===== src/rtl/draw_pkg.sv =====
// Shared widths, pixel/colour types and the position clamp helper.
package draw_pkg;

  localparam int unsigned POS_W = 12;
  localparam int unsigned RGB_W = 12;

  typedef logic [POS_W-1:0] spr_pos_t;
  typedef logic [RGB_W-1:0] rgb_t;

  // Limit a requested edge so the object never runs off the visible area.
  function automatic spr_pos_t clamp_pos(input spr_pos_t val, input spr_pos_t lim);
    return (val > lim) ? lim : val;
  endfunction

endpackage


===== src/rtl/vga_if.sv =====
// VGA raster bundle: timing counters, sync/blank strobes and pixel colour.
interface vga_if;
  import draw_pkg::*;

  spr_pos_t hcount;
  spr_pos_t vcount;
  logic     hsync;
  logic     vsync;
  logic     hblnk;
  logic     vblnk;
  rgb_t     rgb;

  modport master (output hcount, vcount, hsync, vsync, hblnk, vblnk, rgb);
  modport slave  (input  hcount, vcount, hsync, vsync, hblnk, vblnk, rgb);

endinterface


===== src/rtl/sprite_hit.sv =====
// Window test for one object against the current raster position.
module sprite_hit
  import draw_pkg::*;
#(
  parameter int unsigned WIDTH  = 48,
  parameter int unsigned HEIGHT = 64
) (
  input  logic     en,
  input  spr_pos_t hcount,
  input  spr_pos_t vcount,
  input  spr_pos_t sx,
  input  spr_pos_t sy,
  input  logic     hblnk,
  input  logic     vblnk,
  output logic     hit_c
);

  localparam spr_pos_t W_EXT = POS_W'(WIDTH);
  localparam spr_pos_t H_EXT = POS_W'(HEIGHT);

  // Clamped positions keep these sums inside 12 bits.
  spr_pos_t x_end_c;
  spr_pos_t y_end_c;

  assign x_end_c = sx + W_EXT;
  assign y_end_c = sy + H_EXT;

  assign hit_c = en & (hcount >= sx) & (hcount < x_end_c)
               & (vcount >= sy) & (vcount < y_end_c)
               & ~hblnk & ~vblnk;

endmodule


===== src/rtl/draw_sprites.sv =====
// Overlays up to N_SPR solid rectangles on a VGA stream with 2-cycle latency,
// frame-synchronous position updates and per-frame collision reporting.
module draw_sprites
  import draw_pkg::*;
#(
  parameter int unsigned N_SPR    = 4,
  parameter int unsigned WIDTH    = 48,
  parameter int unsigned HEIGHT   = 64,
  parameter int unsigned H_ACTIVE = 800,
  parameter int unsigned V_ACTIVE = 600
) (
  input  logic                     clk,
  input  logic                     rst_n,
  vga_if.slave                     vga_in,
  vga_if.master                    vga_out,
  input  logic [N_SPR*POS_W-1:0]   xpos,
  input  logic [N_SPR*POS_W-1:0]   ypos,
  input  logic [N_SPR*RGB_W-1:0]   color,
  input  logic [N_SPR-1:0]         enable,
  output logic [N_SPR-1:0]         coll,
  output logic                     frame_tick
);

  localparam spr_pos_t X_MAX = POS_W'(H_ACTIVE - WIDTH);
  localparam spr_pos_t Y_MAX = POS_W'(V_ACTIVE - HEIGHT);

  logic             prev_vblnk;
  logic             frame_start_c;

  spr_pos_t         sh_x   [N_SPR];
  spr_pos_t         sh_y   [N_SPR];
  rgb_t             sh_col [N_SPR];
  logic [N_SPR-1:0] sh_en;

  logic [N_SPR-1:0] hit_c;
  logic [N_SPR-1:0] hit_q;
  logic [N_SPR-1:0] acc;
  logic             multi_hit_c;
  rgb_t             rgb_sel_c;

  spr_pos_t         s1_hcount;
  spr_pos_t         s1_vcount;
  logic             s1_hsync;
  logic             s1_vsync;
  logic             s1_hblnk;
  logic             s1_vblnk;
  rgb_t             s1_rgb;

  assign frame_start_c = vga_in.vblnk & ~prev_vblnk;

  // Window comparators, one per object.
  for (genvar i = 0; i < N_SPR; i++) begin : g_hit
    sprite_hit #(
      .WIDTH  (WIDTH),
      .HEIGHT (HEIGHT)
    ) u_hit (
      .en     (sh_en[i]),
      .hcount (vga_in.hcount),
      .vcount (vga_in.vcount),
      .sx     (sh_x[i]),
      .sy     (sh_y[i]),
      .hblnk  (vga_in.hblnk),
      .vblnk  (vga_in.vblnk),
      .hit_c  (hit_c[i])
    );
  end

  // Vertical-blank edge detector and frame tick.
  always_ff @(posedge clk or negedge rst_n) begin
    if (!rst_n) begin
      prev_vblnk <= 1'b0;
      frame_tick <= 1'b0;
    end else begin
      prev_vblnk <= vga_in.vblnk;
      frame_tick <= frame_start_c;
    end
  end

  // Shadow object state, reloaded only at the start of vertical blanking.
  always_ff @(posedge clk or negedge rst_n) begin
    if (!rst_n) begin
      for (int i = 0; i < N_SPR; i++) begin
        sh_x[i]   <= '0;
        sh_y[i]   <= '0;
        sh_col[i] <= '0;
      end
      sh_en <= '0;
    end else if (frame_start_c) begin
      for (int i = 0; i < N_SPR; i++) begin
        sh_x[i]   <= clamp_pos(xpos[i*POS_W +: POS_W], X_MAX);
        sh_y[i]   <= clamp_pos(ypos[i*POS_W +: POS_W], Y_MAX);
        sh_col[i] <= color[i*RGB_W +: RGB_W];
      end
      sh_en <= enable;
    end
  end

  // Stage 1: register hits alongside the incoming raster.
  always_ff @(posedge clk or negedge rst_n) begin
    if (!rst_n) begin
      hit_q     <= '0;
      s1_hcount <= '0;
      s1_vcount <= '0;
      s1_hsync  <= 1'b0;
      s1_vsync  <= 1'b0;
      s1_hblnk  <= 1'b0;
      s1_vblnk  <= 1'b0;
      s1_rgb    <= '0;
    end else begin
      hit_q     <= hit_c;
      s1_hcount <= vga_in.hcount;
      s1_vcount <= vga_in.vcount;
      s1_hsync  <= vga_in.hsync;
      s1_vsync  <= vga_in.vsync;
      s1_hblnk  <= vga_in.hblnk;
      s1_vblnk  <= vga_in.vblnk;
      s1_rgb    <= vga_in.rgb;
    end
  end

  // Priority select: lowest-index hit wins, otherwise background passes through.
  always_comb begin
    rgb_sel_c = s1_rgb;
    for (int i = N_SPR - 1; i >= 0; i--) begin
      if (hit_q[i]) rgb_sel_c = sh_col[i];
    end
  end

  // Two or more simultaneous hits means an overlap on this pixel.
  assign multi_hit_c = |(hit_q & (hit_q - N_SPR'(1)));

  // Stage 2: overlaid output.
  always_ff @(posedge clk or negedge rst_n) begin
    if (!rst_n) begin
      vga_out.hcount <= '0;
      vga_out.vcount <= '0;
      vga_out.hsync  <= 1'b0;
      vga_out.vsync  <= 1'b0;
      vga_out.hblnk  <= 1'b0;
      vga_out.vblnk  <= 1'b0;
      vga_out.rgb    <= '0;
    end else begin
      vga_out.hcount <= s1_hcount;
      vga_out.vcount <= s1_vcount;
      vga_out.hsync  <= s1_hsync;
      vga_out.vsync  <= s1_vsync;
      vga_out.hblnk  <= s1_hblnk;
      vga_out.vblnk  <= s1_vblnk;
      vga_out.rgb    <= rgb_sel_c;
    end
  end

  // Collision accumulator; the frame clear takes precedence over accumulation.
  always_ff @(posedge clk or negedge rst_n) begin
    if (!rst_n) begin
      acc  <= '0;
      coll <= '0;
    end else if (frame_start_c) begin
      coll <= acc;
      acc  <= '0;
    end else if (multi_hit_c) begin
      acc <= acc | hit_q;
    end
  end

endmodule


===== src/flat_wrapper.sv =====
// flat-port wrapper written by rule: the top's interface ports become plain ports
module draw_sprites_flat import draw_pkg::*;
#(
  parameter int unsigned N_SPR    = 4,
  parameter int unsigned WIDTH    = 48,
  parameter int unsigned HEIGHT   = 64,
  parameter int unsigned H_ACTIVE = 800,
  parameter int unsigned V_ACTIVE = 600
)
  (clk, rst_n, xpos, ypos, color, enable, coll, frame_tick, vga_in_hcount, vga_in_vcount, vga_in_hsync, vga_in_vsync, vga_in_hblnk, vga_in_vblnk, vga_in_rgb, vga_out_hcount, vga_out_vcount, vga_out_hsync, vga_out_vsync, vga_out_hblnk, vga_out_vblnk, vga_out_rgb);
  vga_if vga_in_i ();
  vga_if vga_out_i ();
  input  logic clk;
  input  logic rst_n;
  input  logic [N_SPR*POS_W-1:0] xpos;
  input  logic [N_SPR*POS_W-1:0] ypos;
  input  logic [N_SPR*RGB_W-1:0] color;
  input  logic [N_SPR-1:0] enable;
  output logic [N_SPR-1:0] coll;
  output logic frame_tick;
  input wire logic [$bits(vga_in_i.hcount)-1:0] vga_in_hcount;
  input wire logic [$bits(vga_in_i.vcount)-1:0] vga_in_vcount;
  input wire logic [$bits(vga_in_i.hsync)-1:0] vga_in_hsync;
  input wire logic [$bits(vga_in_i.vsync)-1:0] vga_in_vsync;
  input wire logic [$bits(vga_in_i.hblnk)-1:0] vga_in_hblnk;
  input wire logic [$bits(vga_in_i.vblnk)-1:0] vga_in_vblnk;
  input wire logic [$bits(vga_in_i.rgb)-1:0] vga_in_rgb;
  output wire logic [$bits(vga_out_i.hcount)-1:0] vga_out_hcount;
  output wire logic [$bits(vga_out_i.vcount)-1:0] vga_out_vcount;
  output wire logic [$bits(vga_out_i.hsync)-1:0] vga_out_hsync;
  output wire logic [$bits(vga_out_i.vsync)-1:0] vga_out_vsync;
  output wire logic [$bits(vga_out_i.hblnk)-1:0] vga_out_hblnk;
  output wire logic [$bits(vga_out_i.vblnk)-1:0] vga_out_vblnk;
  output wire logic [$bits(vga_out_i.rgb)-1:0] vga_out_rgb;
  assign vga_in_i.hcount = vga_in_hcount;
  assign vga_in_i.vcount = vga_in_vcount;
  assign vga_in_i.hsync = vga_in_hsync;
  assign vga_in_i.vsync = vga_in_vsync;
  assign vga_in_i.hblnk = vga_in_hblnk;
  assign vga_in_i.vblnk = vga_in_vblnk;
  assign vga_in_i.rgb = vga_in_rgb;
  assign vga_out_hcount = vga_out_i.hcount;
  assign vga_out_vcount = vga_out_i.vcount;
  assign vga_out_hsync = vga_out_i.hsync;
  assign vga_out_vsync = vga_out_i.vsync;
  assign vga_out_hblnk = vga_out_i.hblnk;
  assign vga_out_vblnk = vga_out_i.vblnk;
  assign vga_out_rgb = vga_out_i.rgb;
  draw_sprites #(.N_SPR(N_SPR), .WIDTH(WIDTH), .HEIGHT(HEIGHT), .H_ACTIVE(H_ACTIVE), .V_ACTIVE(V_ACTIVE)) u_core (.clk(clk), .rst_n(rst_n), .vga_in(vga_in_i), .vga_out(vga_out_i), .xpos(xpos), .ypos(ypos), .color(color), .enable(enable), .coll(coll), .frame_tick(frame_tick));
endmodule

===== config.mk =====
export PLATFORM = sky130hd
export DESIGN_NAME = draw_sprites_flat
export DESIGN_NICKNAME = d
export VERILOG_FILES = /design/src/rtl/draw_pkg.sv /design/src/rtl/vga_if.sv /design/src/rtl/sprite_hit.sv /design/src/rtl/draw_sprites.sv /design/src/flat_wrapper.sv
export SDC_FILE = /design/constraint.sdc
export NUM_CORES = 1
export LEC_CHECK = 0
export BUFFER_PORTS_ARGS = -buffer_cell sky130_fd_sc_hd__buf_2
export CORE_UTILIZATION = 35
export CTS_CLUSTER_DIAMETER = 30
export CTS_CLUSTER_SIZE = 10
export DETAILED_ROUTE_END_ITERATION = 10
export SYNTH_ARGS = -nofsm -noshare
export SYNTH_HDL_FRONTEND = slang
export SYNTH_HIERARCHICAL = 1
export SYNTH_SLANG_ARGS = --single-unit

===== constraint.sdc =====
create_clock -name clk -period 2.15 [get_ports clk]
set_input_delay 0.1075 -clock clk [delete_from_list [all_inputs] [get_ports clk]]
set_output_delay 0.1075 -clock clk [all_outputs]
set_load 0.02 [all_outputs]

==> out/qor.yml <==
status: "complete, but fails checks"
failed_checks: "negative setup slack"
track_usage: 0.221
synth_ff_type: "dfrtp_1"
synth_mux_area_frac: 0.0104
dp_hpwl_um: 27400
r2r.worst_path.cells: 10
antenna_found_initial: 1
grt_setup_unrepaired: "yes"
slew_violations: 0
seq_power_share: 0.279
post-route-cell-area_um2: 20500
synth.distinct_cells: 54
finalNetCount: 2222
worst_pin_slew_ps: 880
yosysMostFrequentCell: "dfrtp_1"
ioPinCount: 235
cts_sinks: 241
finalHoldViolations: 0
synth-edff-count: 0
final_layout_size_suffix_gt1_frac: 0.278
yosys_warnings: 6
yosys.area_share.simple: 0.159
p_per_area_nw_per_um2: 879
setup.worst_path.class: "reg2reg"
grt_pass1_vias: 12900
ant_nets: 0
initial_core_util: 0.355
grt_first_pass_wirelength_um: 65800
pwr-share-clk: 0.596
max_stage_delay_ps: 350
synth_nets: 1624
clk_latency_ps: 570
crit_required_ps: 2600
internal_power_mw: 13.6
power_switching_share: 0.243
synth_xor_area_frac: 0.0269
synthTopCellsByCount: "dfrtp_1, nand2_1, ha_1"
numCtsBuffers: 69
root_buffer: "clkbuf_16"
r2r_start: "u_core/sh_y[20]"
hold_class: "in2async"
yosysSeqAreaShare: 0.464
synth-compound-area-share: 0.139
design.die.area_um2: 37900
power.switching_mw: 4.38
synth_top_area_cell: "dfrtp_1"
synthArstFlopShare: 1.00
die_h_um: 195
num_rows: 70
crit_path_top_delay_cell: "dfrtp_1"
slew_headroom: 0.414
clk_pin_slew_worst_paths_ps: 40
synth.ff_latch_count: 241
synthCells: 1274
drv_cap: 0
final.setup_skew_ps: 23.2
crit_start: "u_core/sh_y[20]"
core_area_um2: 36600
place_area_um2: 15400
post-route-period-util: 1.12
htreeDepth: 3
critical_path_arrival_ps: 2850
place_congestion: 0.868
overflow: 0
synthAdderAreaFrac: 0.154
setup_violations: 6
grt_max_degree: 84
fillers: 3123
fin_ws_ps: -249
combPwrFrac: 0.126
vias_per_cell: 5.03
synthTopCellsByArea: "dfrtp_1, ha_1, nand2_1"
vias: 12000
endpoint_kind: "flop"
first_pass_iters: 5
cts_buffer_depth: 3
max_freq_ghz: 0.417
wl_per_cell_um: 17.4
netlist_area_um2: 13000
syn2layout_area_growth_pct: 57.3
route.detailed.drc: 0
syn_avg_cell_area_um2: 10.2
place_ws_ps: -512
tns_ps: -733
synth_top_area_frac: 0.464
worst_setup_path_start_kind: "flop"
dieWidth_um: 195
portBuffers: 234
p_leak_nw: 9.87
multiInputGateArea_um2: 6680
routed_wl_um: 41700
drt_iter0_markers: 492
seqCellArea_um2: 6030
crit_fanout: 3
crit_chain: "inv_2, nor3_4, nand3_2, xnor2_2, ha_4, a211oi_2, nand3_1, a311oi_2, o221ai_2, nor4_2"
cts_tree: "yes"
layout_min_cycle_time_ps: 2400
vdd_drop_max_v: 0.000483
synth_top_family_by_area: "simple AND/OR/NAND/NOR gates"
## area by class of cell
cell class / instances / area share
diodes: 1 / 0.000122
clock buffers: 86 / 0.0929
clock inverters: 36 / 0.0275
inverters: 108 / 0.0199
multi-input cells: 889 / 0.326
flip-flops and latches: 241 / 0.295
well taps: 468 / 0.0286
repair buffers: 563 / 0.210
## worst max-delay path: cells and delay by family (launching register included)
kind            cells  cell delay [ps]
xor+xnor            1              190
buf+inv             1               60
flops               1              350
simple gates        4              710
compound gates      3              760
fa+ha+maj           1              230
## cell usage in the layout (no fill, tap or decap), types with 38 or more instances in the layout
master,Yosys,layout
a21oi_1,75,72
buf_2,23,233
buf_4,3,98
clkbuf_16,0,69
dfrtp_1,241,240
dlygate4sd3_1,0,225
ha_1,160,155
inv_1,107,100
nand2_1,215,214
nand3_1,42,38
## per-layer routing
layer  global-route usage  up-vias  wire (µm)
met2                0.381      337      20800
met5                    0        -          0
met4               0.0974        0       1410
li1                     -     5736          -
met1                0.262     5853      17500
met3               0.0496      105       2030
## metrics by stage
step	hold slack, ps	power, mW	instances	utilization
6_report	46.3	18.0	2392	0.559
2_1_floorplan	-188	6.01	1274	-
5_1_grt	48.7	18.7	2392	0.559
4_1_cts	5.02	18.1	2382	0.551
3_5_place_dp	44.8	6.90	2030	0.420
3_3_place_gp	41.3	6.84	2030	0.420
## power by group through the flow
stage                     clock [mW]  combinational, mW  sequential (mW)
final                           10.7               2.26             5.01
after CTS                       10.9               2.18             5.00
after floorplan                    0              0.930             5.08
after global routing            11.2               2.51             5.04
after detailed placement           0               1.84             5.06
after global placement             0               1.79             5.05
## registers in the layout, indices dropped and copies added, names as in the netlist, 12 cells and up
register,count
u_core/sh_col,48
u_core/vga_out.rgb,12
u_core/s1_vcount,12
u_core/s1_hcount,12
u_core/sh_y,48
u_core/sh_x,48
u_core/vga_out.hcount,12
u_core/s1_rgb,12
u_core/vga_out.vcount,12
## cell families (layout without fill, tap and decap cells)
group / count (synthesis) / count (layout)
AND/OR/NAND/NOR: 426 / 426
adder cells (fa/ha/maj): 160 / 160
XOR/XNOR: 40 / 40
other: 0 / 1
AO/OA/AOI/OAI: 251 / 251
buffers and inverters: 144 / 793
flip-flops: 241 / 241
multiplexers: 12 / 12
## timing repair
| item | in CTS | in global routing |
|---|---|---|
| buffers inserted | 5 | 9 |
| pin swaps | 8 | 34 |
| endpoints found under the hold margin | 413 | 0 |
| setup endpoints to repair | 4 | 13 |
| gates resized for setup | 17 | 44 |
| cloned | 0 | 0 |
| hold buffers | 225 | 0 |
## final timing paths
check / endpoint / slack (ps)
max: u_core/hit_q[2] / -250
min: u_core/vga_out.vsync / 50
max reg2reg: u_core/hit_q[2] / -250
min reg2reg: u_core/vga_out.vcount[3] / 340
max in group asynchronous: u_core/sh_y[45] / 1360
min in group clk: u_core/sh_x[19] / 50
No activity file was read; power rests on OpenSTA's default activity.
